==> src/rtl/ram_ahb_arbiter_if.sv <==
// Manager-side AHB-Lite bus bundle for the two-manager RAM arbiter.
// master: the bus manager (core or DMA); slave: the arbiter port facing it.
interface ram_ahb_arbiter_if #(
    parameter int unsigned PA_BITS = 32,
    parameter int unsigned XLEN    = 32
);
    logic [1:0]          HTRANS;
    logic [PA_BITS-1:0]  HADDR;
    logic                HWRITE;
    logic [2:0]          HSIZE;
    logic [XLEN-1:0]     HWDATA;
    logic [XLEN/8-1:0]   HWSTRB;
    logic                HREADY;
    logic                HRESP;
    logic [XLEN-1:0]     HRDATA;

    modport master (
        output HTRANS, HADDR, HWRITE, HSIZE, HWDATA, HWSTRB,
        input  HREADY, HRESP, HRDATA
    );

    modport slave (
        input  HTRANS, HADDR, HWRITE, HSIZE, HWDATA, HWSTRB,
        output HREADY, HRESP, HRDATA
    );
endinterface

==> src/rtl/ram_ahb_arbiter.sv <==
// Two-manager AHB-Lite arbiter sharing the single-ported on-chip RAM.
// Round-robin grant, SEQ/BUSY burst lock bounded by MAXBEATS contended beats.
module ram_ahb_arbiter #(
    parameter int unsigned PA_BITS  = 32,
    parameter int unsigned XLEN     = 32,
    parameter int unsigned MAXBEATS = 16
) (
    input  logic                HCLK,
    input  logic                HRESETn,
    ram_ahb_arbiter_if.slave    m0,
    ram_ahb_arbiter_if.slave    m1,
    output logic                HSELRam,
    output logic [PA_BITS-1:0]  HADDR,
    output logic                HWRITE,
    output logic [1:0]          HTRANS,
    output logic [2:0]          HSIZE,
    output logic [XLEN-1:0]     HWDATA,
    output logic [XLEN/8-1:0]   HWSTRB,
    output logic                HREADY,
    input  logic [XLEN-1:0]     HREADRam,
    input  logic                HREADYRam,
    input  logic                HRESPRam
);
    typedef enum logic [1:0] {
        IDLE   = 2'b00,
        BUSY   = 2'b01,
        NONSEQ = 2'b10,
        SEQ    = 2'b11
    } htrans_e;

    localparam int unsigned CW = (MAXBEATS > 1) ? $clog2(MAXBEATS) : 1;

    logic          LastGrant;
    logic          DataValid;
    logic          DataOwner;
    logic          Lock;
    logic          LockOwner;
    logic [CW-1:0] BeatCnt;

    logic          req0, req1;
    logic          lock_act;
    logic          gnt;
    logic [1:0]    htrans_g;
    logic          req_g;
    logic          other_req;
    logic          busy_g;
    logic [CW-1:0] cnt_eff;
    logic          fair_cut;

    assign req0 = m0.HTRANS[1];
    assign req1 = m1.HTRANS[1];

    // The lock only binds while its owner continues the burst (SEQ or BUSY);
    // a fresh NONSEQ or IDLE from the owner goes back to round-robin.
    assign lock_act = Lock & (LockOwner ? m1.HTRANS[0] : m0.HTRANS[0]);

    always_comb begin
        gnt = LastGrant;
        if (lock_act)
            gnt = LockOwner;
        else if (req0 ^ req1)
            gnt = req1;
        else if (req0 & req1)
            gnt = ~LastGrant;
    end

    assign htrans_g  = gnt ? m1.HTRANS : m0.HTRANS;
    assign req_g     = htrans_g[1];
    assign other_req = gnt ? req0 : req1;
    assign busy_g    = lock_act & (htrans_g == BUSY);

    assign HSELRam = req_g | busy_g;
    assign HTRANS  = HSELRam ? htrans_g : IDLE;
    assign HADDR   = gnt ? m1.HADDR  : m0.HADDR;
    assign HWRITE  = gnt ? m1.HWRITE : m0.HWRITE;
    assign HSIZE   = gnt ? m1.HSIZE  : m0.HSIZE;

    assign HWDATA  = DataOwner ? m1.HWDATA : m0.HWDATA;
    assign HWSTRB  = DataOwner ? m1.HWSTRB : m0.HWSTRB;
    assign HREADY  = HREADYRam;

    assign m0.HRDATA = HREADRam;
    assign m1.HRDATA = HREADRam;
    assign m0.HREADY = HREADYRam & ((DataValid & ~DataOwner) | ~gnt);
    assign m1.HREADY = HREADYRam & ((DataValid &  DataOwner) |  gnt);
    assign m0.HRESP  = HRESPRam & DataValid & ~DataOwner;
    assign m1.HRESP  = HRESPRam & DataValid &  DataOwner;

    // A new owner starts counting from zero; the beat that reaches
    // MAXBEATS-1 while contended is the last one under lock.
    assign cnt_eff  = lock_act ? BeatCnt : '0;
    assign fair_cut = other_req & (cnt_eff == CW'(MAXBEATS - 1));

    always_ff @(posedge HCLK or negedge HRESETn) begin
        if (!HRESETn) begin
            LastGrant <= 1'b1;
            DataValid <= 1'b0;
            DataOwner <= 1'b0;
            Lock      <= 1'b0;
            LockOwner <= 1'b0;
            BeatCnt   <= '0;
        end else if (HREADYRam) begin
            DataValid <= req_g;
            DataOwner <= gnt;
            if (req_g) begin
                LastGrant <= gnt;
                LockOwner <= gnt;
                if (fair_cut) begin
                    Lock    <= 1'b0;
                    BeatCnt <= '0;
                end else begin
                    Lock    <= 1'b1;
                    BeatCnt <= other_req ? cnt_eff + CW'(1) : '0;
                end
            end else if (busy_g) begin
                if (!other_req)
                    BeatCnt <= '0;
            end else begin
                Lock    <= 1'b0;
                BeatCnt <= '0;
            end
        end
    end
endmodule

==> src/flat_wrapper.sv <==
// flat-port wrapper written by rule: the top's interface ports become plain ports
module ram_ahb_arbiter_flat 
#(
    parameter int unsigned PA_BITS  = 32,
    parameter int unsigned XLEN     = 32,
    parameter int unsigned MAXBEATS = 16
)
  (HCLK, HRESETn, HSELRam, HADDR, HWRITE, HTRANS, HSIZE, HWDATA, HWSTRB, HREADY, HREADRam, HREADYRam, HRESPRam, m0_HTRANS, m0_HADDR, m0_HWRITE, m0_HSIZE, m0_HWDATA, m0_HWSTRB, m0_HREADY, m0_HRESP, m0_HRDATA, m1_HTRANS, m1_HADDR, m1_HWRITE, m1_HSIZE, m1_HWDATA, m1_HWSTRB, m1_HREADY, m1_HRESP, m1_HRDATA);
  ram_ahb_arbiter_if #(.PA_BITS(PA_BITS), .XLEN(XLEN)) m0_i ();
  ram_ahb_arbiter_if #(.PA_BITS(PA_BITS), .XLEN(XLEN)) m1_i ();
  input  logic HCLK;
  input  logic HRESETn;
  output logic HSELRam;
  output logic [PA_BITS-1:0] HADDR;
  output logic HWRITE;
  output logic [1:0] HTRANS;
  output logic [2:0] HSIZE;
  output logic [XLEN-1:0] HWDATA;
  output logic [XLEN/8-1:0] HWSTRB;
  output logic HREADY;
  input  logic [XLEN-1:0] HREADRam;
  input  logic HREADYRam;
  input  logic HRESPRam;
  input wire logic [$bits(m0_i.HTRANS)-1:0] m0_HTRANS;
  input wire logic [$bits(m0_i.HADDR)-1:0] m0_HADDR;
  input wire logic [$bits(m0_i.HWRITE)-1:0] m0_HWRITE;
  input wire logic [$bits(m0_i.HSIZE)-1:0] m0_HSIZE;
  input wire logic [$bits(m0_i.HWDATA)-1:0] m0_HWDATA;
  input wire logic [$bits(m0_i.HWSTRB)-1:0] m0_HWSTRB;
  output wire logic [$bits(m0_i.HREADY)-1:0] m0_HREADY;
  output wire logic [$bits(m0_i.HRESP)-1:0] m0_HRESP;
  output wire logic [$bits(m0_i.HRDATA)-1:0] m0_HRDATA;
  input wire logic [$bits(m1_i.HTRANS)-1:0] m1_HTRANS;
  input wire logic [$bits(m1_i.HADDR)-1:0] m1_HADDR;
  input wire logic [$bits(m1_i.HWRITE)-1:0] m1_HWRITE;
  input wire logic [$bits(m1_i.HSIZE)-1:0] m1_HSIZE;
  input wire logic [$bits(m1_i.HWDATA)-1:0] m1_HWDATA;
  input wire logic [$bits(m1_i.HWSTRB)-1:0] m1_HWSTRB;
  output wire logic [$bits(m1_i.HREADY)-1:0] m1_HREADY;
  output wire logic [$bits(m1_i.HRESP)-1:0] m1_HRESP;
  output wire logic [$bits(m1_i.HRDATA)-1:0] m1_HRDATA;
  assign m0_i.HTRANS = m0_HTRANS;
  assign m0_i.HADDR = m0_HADDR;
  assign m0_i.HWRITE = m0_HWRITE;
  assign m0_i.HSIZE = m0_HSIZE;
  assign m0_i.HWDATA = m0_HWDATA;
  assign m0_i.HWSTRB = m0_HWSTRB;
  assign m0_HREADY = m0_i.HREADY;
  assign m0_HRESP = m0_i.HRESP;
  assign m0_HRDATA = m0_i.HRDATA;
  assign m1_i.HTRANS = m1_HTRANS;
  assign m1_i.HADDR = m1_HADDR;
  assign m1_i.HWRITE = m1_HWRITE;
  assign m1_i.HSIZE = m1_HSIZE;
  assign m1_i.HWDATA = m1_HWDATA;
  assign m1_i.HWSTRB = m1_HWSTRB;
  assign m1_HREADY = m1_i.HREADY;
  assign m1_HRESP = m1_i.HRESP;
  assign m1_HRDATA = m1_i.HRDATA;
  ram_ahb_arbiter #(.PA_BITS(PA_BITS), .XLEN(XLEN), .MAXBEATS(MAXBEATS)) u_core (.HCLK(HCLK), .HRESETn(HRESETn), .m0(m0_i), .m1(m1_i), .HSELRam(HSELRam), .HADDR(HADDR), .HWRITE(HWRITE), .HTRANS(HTRANS), .HSIZE(HSIZE), .HWDATA(HWDATA), .HWSTRB(HWSTRB), .HREADY(HREADY), .HREADRam(HREADRam), .HREADYRam(HREADYRam), .HRESPRam(HRESPRam));
endmodule
==> config.mk <==
export PLATFORM = sky130hd
export DESIGN_NAME = ram_ahb_arbiter_flat
export DESIGN_NICKNAME = d
export VERILOG_FILES = /design/src/rtl/ram_ahb_arbiter_if.sv /design/src/rtl/ram_ahb_arbiter.sv /design/src/flat_wrapper.sv
export SDC_FILE = /design/constraint.sdc
export NUM_CORES = 1
export LEC_CHECK = 0
export ABC_AREA = 0
export BUFFER_PORTS_ARGS = -buffer_cell sky130_fd_sc_hd__buf_2
export CELL_PAD_IN_SITES_DETAIL_PLACEMENT = 0
export CELL_PAD_IN_SITES_GLOBAL_PLACEMENT = 1
export CORE_AREA = 3 3 127 129
export DETAILED_ROUTE_END_ITERATION = 6
export DIE_AREA = 0 0 130 132
export GPL_TIMING_DRIVEN = 0
export PLACE_DENSITY = 0.62
export SYNTH_ARGS = -nofsm -noshare
export SYNTH_HDL_FRONTEND = slang
export SYNTH_SLANG_ARGS = --single-unit
==> constraint.sdc <==
create_clock -name HCLK -period 3.2 [get_ports HCLK]
set_input_delay 0.32 -clock HCLK [delete_from_list [all_inputs] [get_ports HCLK]]
set_output_delay 0.32 -clock HCLK [all_outputs]
set_load 0.005 [all_outputs]
# Word level (Yosys, flattened, before mapping)
# Cells that the tools add are included.
totals:
  reg_bits: 9
  out_inout_bits: 144
  wordCells: 53
op_classes:
  add_sub_neg: 1
  n_eq_ne: 4
  n_mux: 21
  bitwise_logic: 18
  reduce_logical: 3
op_table:
  columns: ["cell", "count"]
  rows:
  - ["32-bit 2-to-1 mux", 2]
  - ["4-bit 2-to-1 mux", 7]
  - ["1-bit AND", 11]
  - ["1-bit 2-to-1 mux", 9]
  - ["2-bit AND reduction", 3]
  - ["4-bit by 1-bit adder with 4-bit output (second input constant)", 1]
  - ["4-bit equality test (second input constant)", 1]
  - ["2-bit 2-to-1 mux", 2]
  - ["3-bit 2-to-1 mux", 1]
  - ["3-bit by 2-bit inequality test with 1-bit output (second input constant)", 1]
  - ["1-bit NOT", 3]
  - ["1-bit OR", 3]
  - ["2-bit by 1-bit equality test with 1-bit output (second input constant)", 1]
  - ["2-bit by 1-bit inequality test with 1-bit output (second input constant)", 1]
  - ["1-bit XOR", 1]

# Logic depth before layout (Yosys ltp)
# Gate-level depths: netlist of run 1.
depth:
  ltp_word: 9
  mapped_depth: 6
  depth_no_buf: 6

# Least setup slack after synthesis of run 1
# OpenSTA, ideal clock, no wires.
synth_path:
  path_type: "reg2out"
  from: "register u_core.LockOwner"
  to: "output port HADDR[28]"
  t_arrival_ps: 1454
  slack_ps: 1426
  stages_incl_launch_ff: 6
  n_path_buf: 1
  path_cell_list: "dfrtp_1 -> mux2_4 -> nand2_1 -> a21oi_4 -> buf_4 -> mux2_2"
synth_between:
  elab_chain_cells: 4
synth_rtl:
  columns: ["item", "line", "source"]
  rows:
  - ["start, declared", "ram_ahb_arbiter.sv:37", "logic LockOwner;"]
  - ["start signal, assigned", "ram_ahb_arbiter.sv:107", "LockOwner <= gnt;"]
  - ["1-bit 2-to-1 mux", "ram_ahb_arbiter.sv:55", "assign lock_act = Lock & (LockOwner ? m1.HTRANS[0] : m0.HTRANS[0]);"]
  - ["1-bit AND", "ram_ahb_arbiter.sv:55", null]
  - ["1-bit 2-to-1 mux (*)", "ram_ahb_arbiter.sv:59", "if (lock_act)"]
  - ["32-bit 2-to-1 mux (*)", "ram_ahb_arbiter.sv:74", "assign HADDR = gnt ? m1.HADDR : m0.HADDR;"]
  - ["end, declared", "flat_wrapper.sv:14", "output logic [PA_BITS-1:0] HADDR;"]
# Mark *: on every way between the ends. The rest lies on a longest branch, timed or not.

# Worst setup path after layout of run 1
layout_path:
  from: "register u_core.LockOwner"
  to: "output port HADDR[26]"
# The elaborated chain is that of the path after synthesis.

==> results_dict.tcl, run 1 <==
set metrics [dict create \
    status "complete, no violations" \
    grt_pass1_vias 2771 \
    synth_seq_cells 9 \
    yosys.area.top_type_share 0.395 \
    cts.hold.buffers_added 1 \
    ant_nets 0 \
    hpwl_um 8200 \
    grt_pass1_wl_um 12600 \
    synth.top_cells.by_count "mux2_2 (71), buf_4 (66), nand2_1 (12)" \
    final_area_um2 3820 \
    antenna_found_initial 0 \
    drt_iter0_markers 33 \
    slew_headroom 0.663 \
    endpoint_kind "primary output" \
    clk_path_buf_depth 2 \
    internal-power_w 0.00105 \
    netlist_instances 223 \
    cts_max_level 1 \
    wl_per_cell_um 12.6 \
    area_delta_synth_final_pct 89.1 \
    worstSkewPairLatency_ps 240 \
    fin_skew_ps 2.91 \
    cts_setup_buffers 0 \
    hp-class "in -> async" \
    drive_above_1_share 0.862 \
    irDropWorstVdd_mv 0.199 \
    yosys.cell_types.count 41 \
    dieHeight_um 132 \
    nets 709 \
    p_sw_frac 0.372 \
    synthFlopType "dfrtp_1" \
    synth_warnings 0 \
    dpl_cell_area_um2 3730 \
    drc 0 \
    required_ps 2880 \
    n_antenna_cell 0 \
    regToRegSetupSlack_ps 1300 \
    finalSetupTns_ps 0 \
    vias 2757 \
    track_usage 0.0894 \
    cts_tree "yes" \
    fmaxAchievable_ghz 0.420 \
    fp-row-count 45 \
    p_switching_w 0.000622 \
    async_flop_share 1.00 \
    die_w_um 130 \
    gp_congestion 0.803 \
    clock_sinks 9 \
    maxCapViolCount 0 \
    coreArea_um2 15100 \
    die_area_um2 17200 \
    setup_viol 0 \
    io_buffers 295 \
    yosysSeqAreaShare 0.112 \
    startpoint_type "register" \
    grt_overflow 0 \
    worstSetupPathType "reg -> out" \
    grt_max_degree 11 \
    pwr-share-seq 0.113 \
    syn_nets 408 \
    cts.clk_slew.worst_paths_ps 40 \
    slew_viol_final 0 \
    ios 328 \
    wl_um 8950 \
    worstPathArrival_ps 2060 \
    p_clk_frac 0.133 \
    cts_resized 0 \
    vias_per_cell 3.88 \
    firstDrtPassIters 4 \
    synth_top_area_cell "mux2_2" \
    power_density_nw_per_um2 437 \
    worstMarginPinSlew_ps 506 \
    syn-mean-instance-area_um2 9.07 \
    finalCriticalPeriod_ps 2380 \
    start_util 0.133 \
    hold_viol 0 \
    synth_edf_count 0 \
    crit_fanout 10 \
    numCtsBuffers 3 \
    fin_crit_sh 0.744 \
    syn_area_um2 2020 \
    cts_root_buffer "clkbuf_16" \
    synth_area_leaders "mux2_2 (40%), buf_4 (25%), dfrtp_1 (9.9%), nand2_1 (2.2%), a21oi_1 (1.7%)" \
    leakage_nw 2.14 \
    combinationalPowerShare 0.753 \
    post-synth-top-count-cell "mux2_2" \
    rsz0062_at_grt "no" \
]
-- power by group through the flow --
stage	Combinational [W]	Clock, W	Sequential [W]
after floorplan	0.000773	0	0.000173
final	0.00126	0.000223	0.000190
after global placement	0.00128	0	0.000192
after global routing	0.00138	0.000233	0.000196
after detailed placement	0.00128	0	0.000193
after CTS	0.00129	0.000226	0.000192
-- registers in the layout (all words and copies together), names as in the netlist --
signal	count
u_core.BeatCnt	4
u_core.DataOwner	1
u_core.DataValid	1
u_core.LastGrant	1
u_core.Lock	1
u_core.LockOwner	1
-- critical path, stage by stage, from the launching register on --
cell	delay, ps
dfrtp_1	440
mux2_4	240
nand2_1	110
a21oi_4	290
buf_4	240
mux2_1	350
buf_2	130
-- cell families (layout without fill, tap and decap cells) --
family,after synthesis,count (layout),synth area share
buffers and inverters,81,381,0.286
multiplexers,74,74,0.414
AND/OR/NAND/NOR,30,30,0.0780
AO/OA/AOI/OAI,28,28,0.104
flip-flops,9,9,0.112
adder cells (fa/ha/maj),1,1,0.00619
-- worst paths after layout --
check	cells after the start	from	to
worst max-delay path	6	u_core.LockOwner	HADDR[26]
worst min-delay path	2	HRESETn	u_core.BeatCnt[2]
worst max register to register	5	u_core.LockOwner	u_core.BeatCnt[1]
worst min register to register	2	u_core.LastGrant	u_core.LastGrant
max in group asynchronous	2	HRESETn	u_core.LastGrant
min in group HCLK	3	HREADYRam	u_core.BeatCnt[1]
-- area by class of cell --
class | count | area, um2
Clock inverter | 1 | 5.00
Sequential cell | 9 | 226
Clock buffer | 3 | 75.1
Timing Repair Buffer | 296 | 1490
Buffer | 77 | 563
Multi-Input combinational cell | 133 | 1220
Tap cell | 188 | 235
Inverter | 4 | 15.0
Fill cell | 1631 | 11300
-- per-layer routing --
metal / global-route usage / wire (um) / up-vias
met2: 0.195 / 5030 / 205
met4: 0.0202 / 71 / 0
met3: 0.00932 / 914 / 6
li1: - / - / 1327
met5: 0 / 0 / -
met1: 0.0843 / 2940 / 1219
-- per-stage QoR --
stage	setup slack, ps	hold WS, ps	util	std cells	power, W
after floorplan	1430	24.4	-	223	0.000945
after detailed placement	1030	188	0.247	706	0.00148
after CTS	771	483	0.252	711	0.00171
final	821	471	0.252	711	0.00167
after global routing	678	494	0.252	711	0.00181
after global placement	1040	186	0.247	706	0.00147
-- placed cells by master, fill, tap and decap left out, types with 3 or more instances in the layout --
cell type,count
nor2_1,4
buf_2,298
o21ai_0,6
buf_6,3
clkbuf_16,3
buf_1,4
nand2_1,12
mux2_2,71
buf_4,66
dfrtp_1,8
a21oi_1,7
inv_1,4
No activity file was read; power rests on OpenSTA's default activity.
==> run 2: changes to the inputs <==
--- a/config.mk
+++ b/config.mk
@@ -9,11 +9,11 @@
 export BUFFER_PORTS_ARGS = -buffer_cell sky130_fd_sc_hd__buf_2
 export CELL_PAD_IN_SITES_DETAIL_PLACEMENT = 0
 export CELL_PAD_IN_SITES_GLOBAL_PLACEMENT = 1
-export CORE_AREA = 3 3 127 129
+export CORE_AREA = 3 3 128 130
 export DETAILED_ROUTE_END_ITERATION = 6
-export DIE_AREA = 0 0 130 132
+export DIE_AREA = 0 0 131 133
 export GPL_TIMING_DRIVEN = 0
-export PLACE_DENSITY = 0.62
+export PLACE_DENSITY = 0.64
 export SYNTH_ARGS = -nofsm -noshare
 export SYNTH_HDL_FRONTEND = slang
 export SYNTH_SLANG_ARGS = --single-unit
==> constraint.sdc (replaced) <==
create_clock -name HCLK -period 1.9 [get_ports HCLK]
set_input_delay 0.19 -clock HCLK [delete_from_list [all_inputs] [get_ports HCLK]]
set_output_delay 0.19 -clock HCLK [all_outputs]
set_load 0.005 [all_outputs]
==> run 2 against run 1 <==
The flow now finishes with violations (negative setup slack). Sequential power rose by 74%. Register-to-register slack got worse by 1200 ps. Clock power rose by 69%. Clock-buffer cell count rose by 1. Combinational power rose by 140%. Die area rose by 1.5%. Utilization rose by 3.2 points. Critical path depth rose by 1.
==> results_dict.tcl, run 2 (same netlist as run 1, synthesis figures left out) <==
set metrics [dict create \
    hp-class "in -> async" \
    dpl_cell_area_um2 3760 \
    gp_congestion 0.810 \
    p_clk_frac 0.103 \
    fin_util 0.285 \
    nets 718 \
    finalCriticalPeriod_ps 2080 \
    cts_root_buffer "clkbuf_16" \
    fmaxAchievable_ghz 0.481 \
    r2r_cells 6 \
    vias 2842 \
    grt_max_degree 11 \
    cts.clk_slew.worst_paths_ps 40 \
    required_ps 1710 \
    drive_above_1_share 0.885 \
    numCtsBuffers 3 \
    regArea_um2 228 \
    cts_max_level 1 \
    fin_crit_sh 1.09 \
    pwr-share-seq 0.090 \
    coreArea_um2 15300 \
    slew_headroom 0.660 \
    multiInputGateArea_um2 1390 \
    fp-row-count 45 \
    layout_common_cells "buf_2 (275), buf_4 (71), mux2_2 (41)" \
    finalPower_w 0.00367 \
    vias_per_cell 3.82 \
    worstPathArrival_ps 1890 \
    wl_um 10200 \
    hold_viol 0 \
    regToRegSetupSlack_ps 60 \
    worstSetupPathType "reg -> out" \
    io_buffers 295 \
    start_util 0.133 \
    fillers 1599 \
    clock_sinks 9 \
    crit_fanout 7 \
    setup_viol 37 \
    r2r-end "u_core.BeatCnt[1]" \
    firstDrtPassIters 4 \
    dieHeight_um 133 \
    p_sw_frac 0.346 \
    track_usage 0.0969 \
    worstSkewPairLatency_ps 240 \
    status "finished with violations" \
    ant_nets 0 \
    grt_pass1_wl_um 13400 \
    power_density_nw_per_um2 846 \
    startpoint_type "register" \
    p_switching_w 0.00127 \
    die_area_um2 17400 \
    area_delta_synth_final_pct 115 \
    grt_overflow 0 \
    slew_viol_final 0 \
    clk_path_buf_depth 2 \
    irDropWorstVdd_mv 0.507 \
    rsz0062_at_grt "yes" \
    fin_skew_ps 1.55 \
    maxCapViolCount 0 \
    endpoint_kind "primary output" \
    final_area_um2 4340 \
    internal-power_w 0.00240 \
    cts_tree "yes" \
    final_common_cell "buf_2" \
    ios 328 \
    worstMarginPinSlew_ps 507 \
    antenna_found_initial 1 \
    rr_startpoint "u_core.LockOwner" \
    largest_register_ffs 4 \
    violations "negative setup slack" \
    leakage_nw 2.42 \
    fin_ws_ps -179 \
    largest_register "u_core.BeatCnt" \
    hpwl_um 8770 \
    combinationalPowerShare 0.808 \
    wl_per_cell_um 13.7 \
    drc 0 \
    die_w_um 131 \
    drt_iter0_markers 35 \
    grt_pass1_vias 2694 \
]
[run 2: cell type report]
type / instances / area share
Clock buffer: 4 / 0.0182
Buffer: 76 / 0.134
Antenna cell: 1 / 0.000576
Multi-Input combinational cell: 133 / 0.319
Timing Repair Buffer: 306 / 0.411
Sequential cell: 9 / 0.0524
Inverter: 4 / 0.00346
Tap cell: 211 / 0.0608
[run 2: power groups by stage]
stage                     logic, W  registers (W)  clock network, W
after global placement     0.00217       0.000323                 0
final                      0.00297       0.000330          0.000377
after floorplan            0.00130       0.000291                 0
after CTS                  0.00254       0.000325          0.000380
after detailed placement   0.00217       0.000323                 0
after global routing       0.00320       0.000343          0.000390
[run 2: repair_timing]
| item | in CTS | in global routing |
|---|---|---|
| endpoints found under the setup margin | 52 | 61 |
| buffers inserted | 4 | 3 |
| pin swaps | 3 | 2 |
| gates resized for setup | 32 | 46 |
| hold buffers | 1 | 0 |
| endpoints found under the hold margin | 8 | 0 |
| gates cloned | 1 | 2 |
[run 2: how the worst max path moves through the flow]
stage	slack, ps	startpoint	endpoint	cells after the start
4_1_cts	-230	u_core.LockOwner	HADDR[1]	7
2_1_floorplan	170	u_core.LockOwner	u_core.BeatCnt[3]	5
6_report	-180	u_core.LockOwner	HADDR[7]	7
3_5_place_dp	-160	u_core.LockOwner	HADDR[30]	6
3_3_place_gp	-140	u_core.LockOwner	HADDR[30]	6
5_1_grt	-230	u_core.LockOwner	HADDR[7]	7
[run 2: metrics by stage]
| step | worst slack, ps | cells | setup TNS, ps | hold WS [ps] |
|---|---|---|---|---|
| 2_1_floorplan | 166 | 223 | 0 | -106 |
| 3_3_place_gp | -145 | 729 | -2080 | 56.8 |
| 3_5_place_dp | -160 | 729 | -2390 | 57.0 |
| 4_1_cts | -234 | 738 | -7140 | 346 |
| 5_1_grt | -225 | 744 | -7280 | 371 |
| 6_report | -179 | 744 | -5520 | 338 |
[run 2: metal layers]
metal | global-route usage | routed length, um | vias to the layer above
li1 | - | - | 1347
met1 | 0.0884 | 3260 | 1282
met2 | 0.206 | 5680 | 206
met3 | 0.0234 | 1200 | 7
met4 | 0.0189 | 85 | 0
met5 | 0 | 0 | -
[run 2: worst max-delay path, cell delays in order, from the launching register on]
cell and delay, ps:
dfrtp_2 430, mux2_4 330, nand2_4 90, a21oi_4 60, buf_12 150, clkbuf_16 160, mux2_4 300, buf_6 120
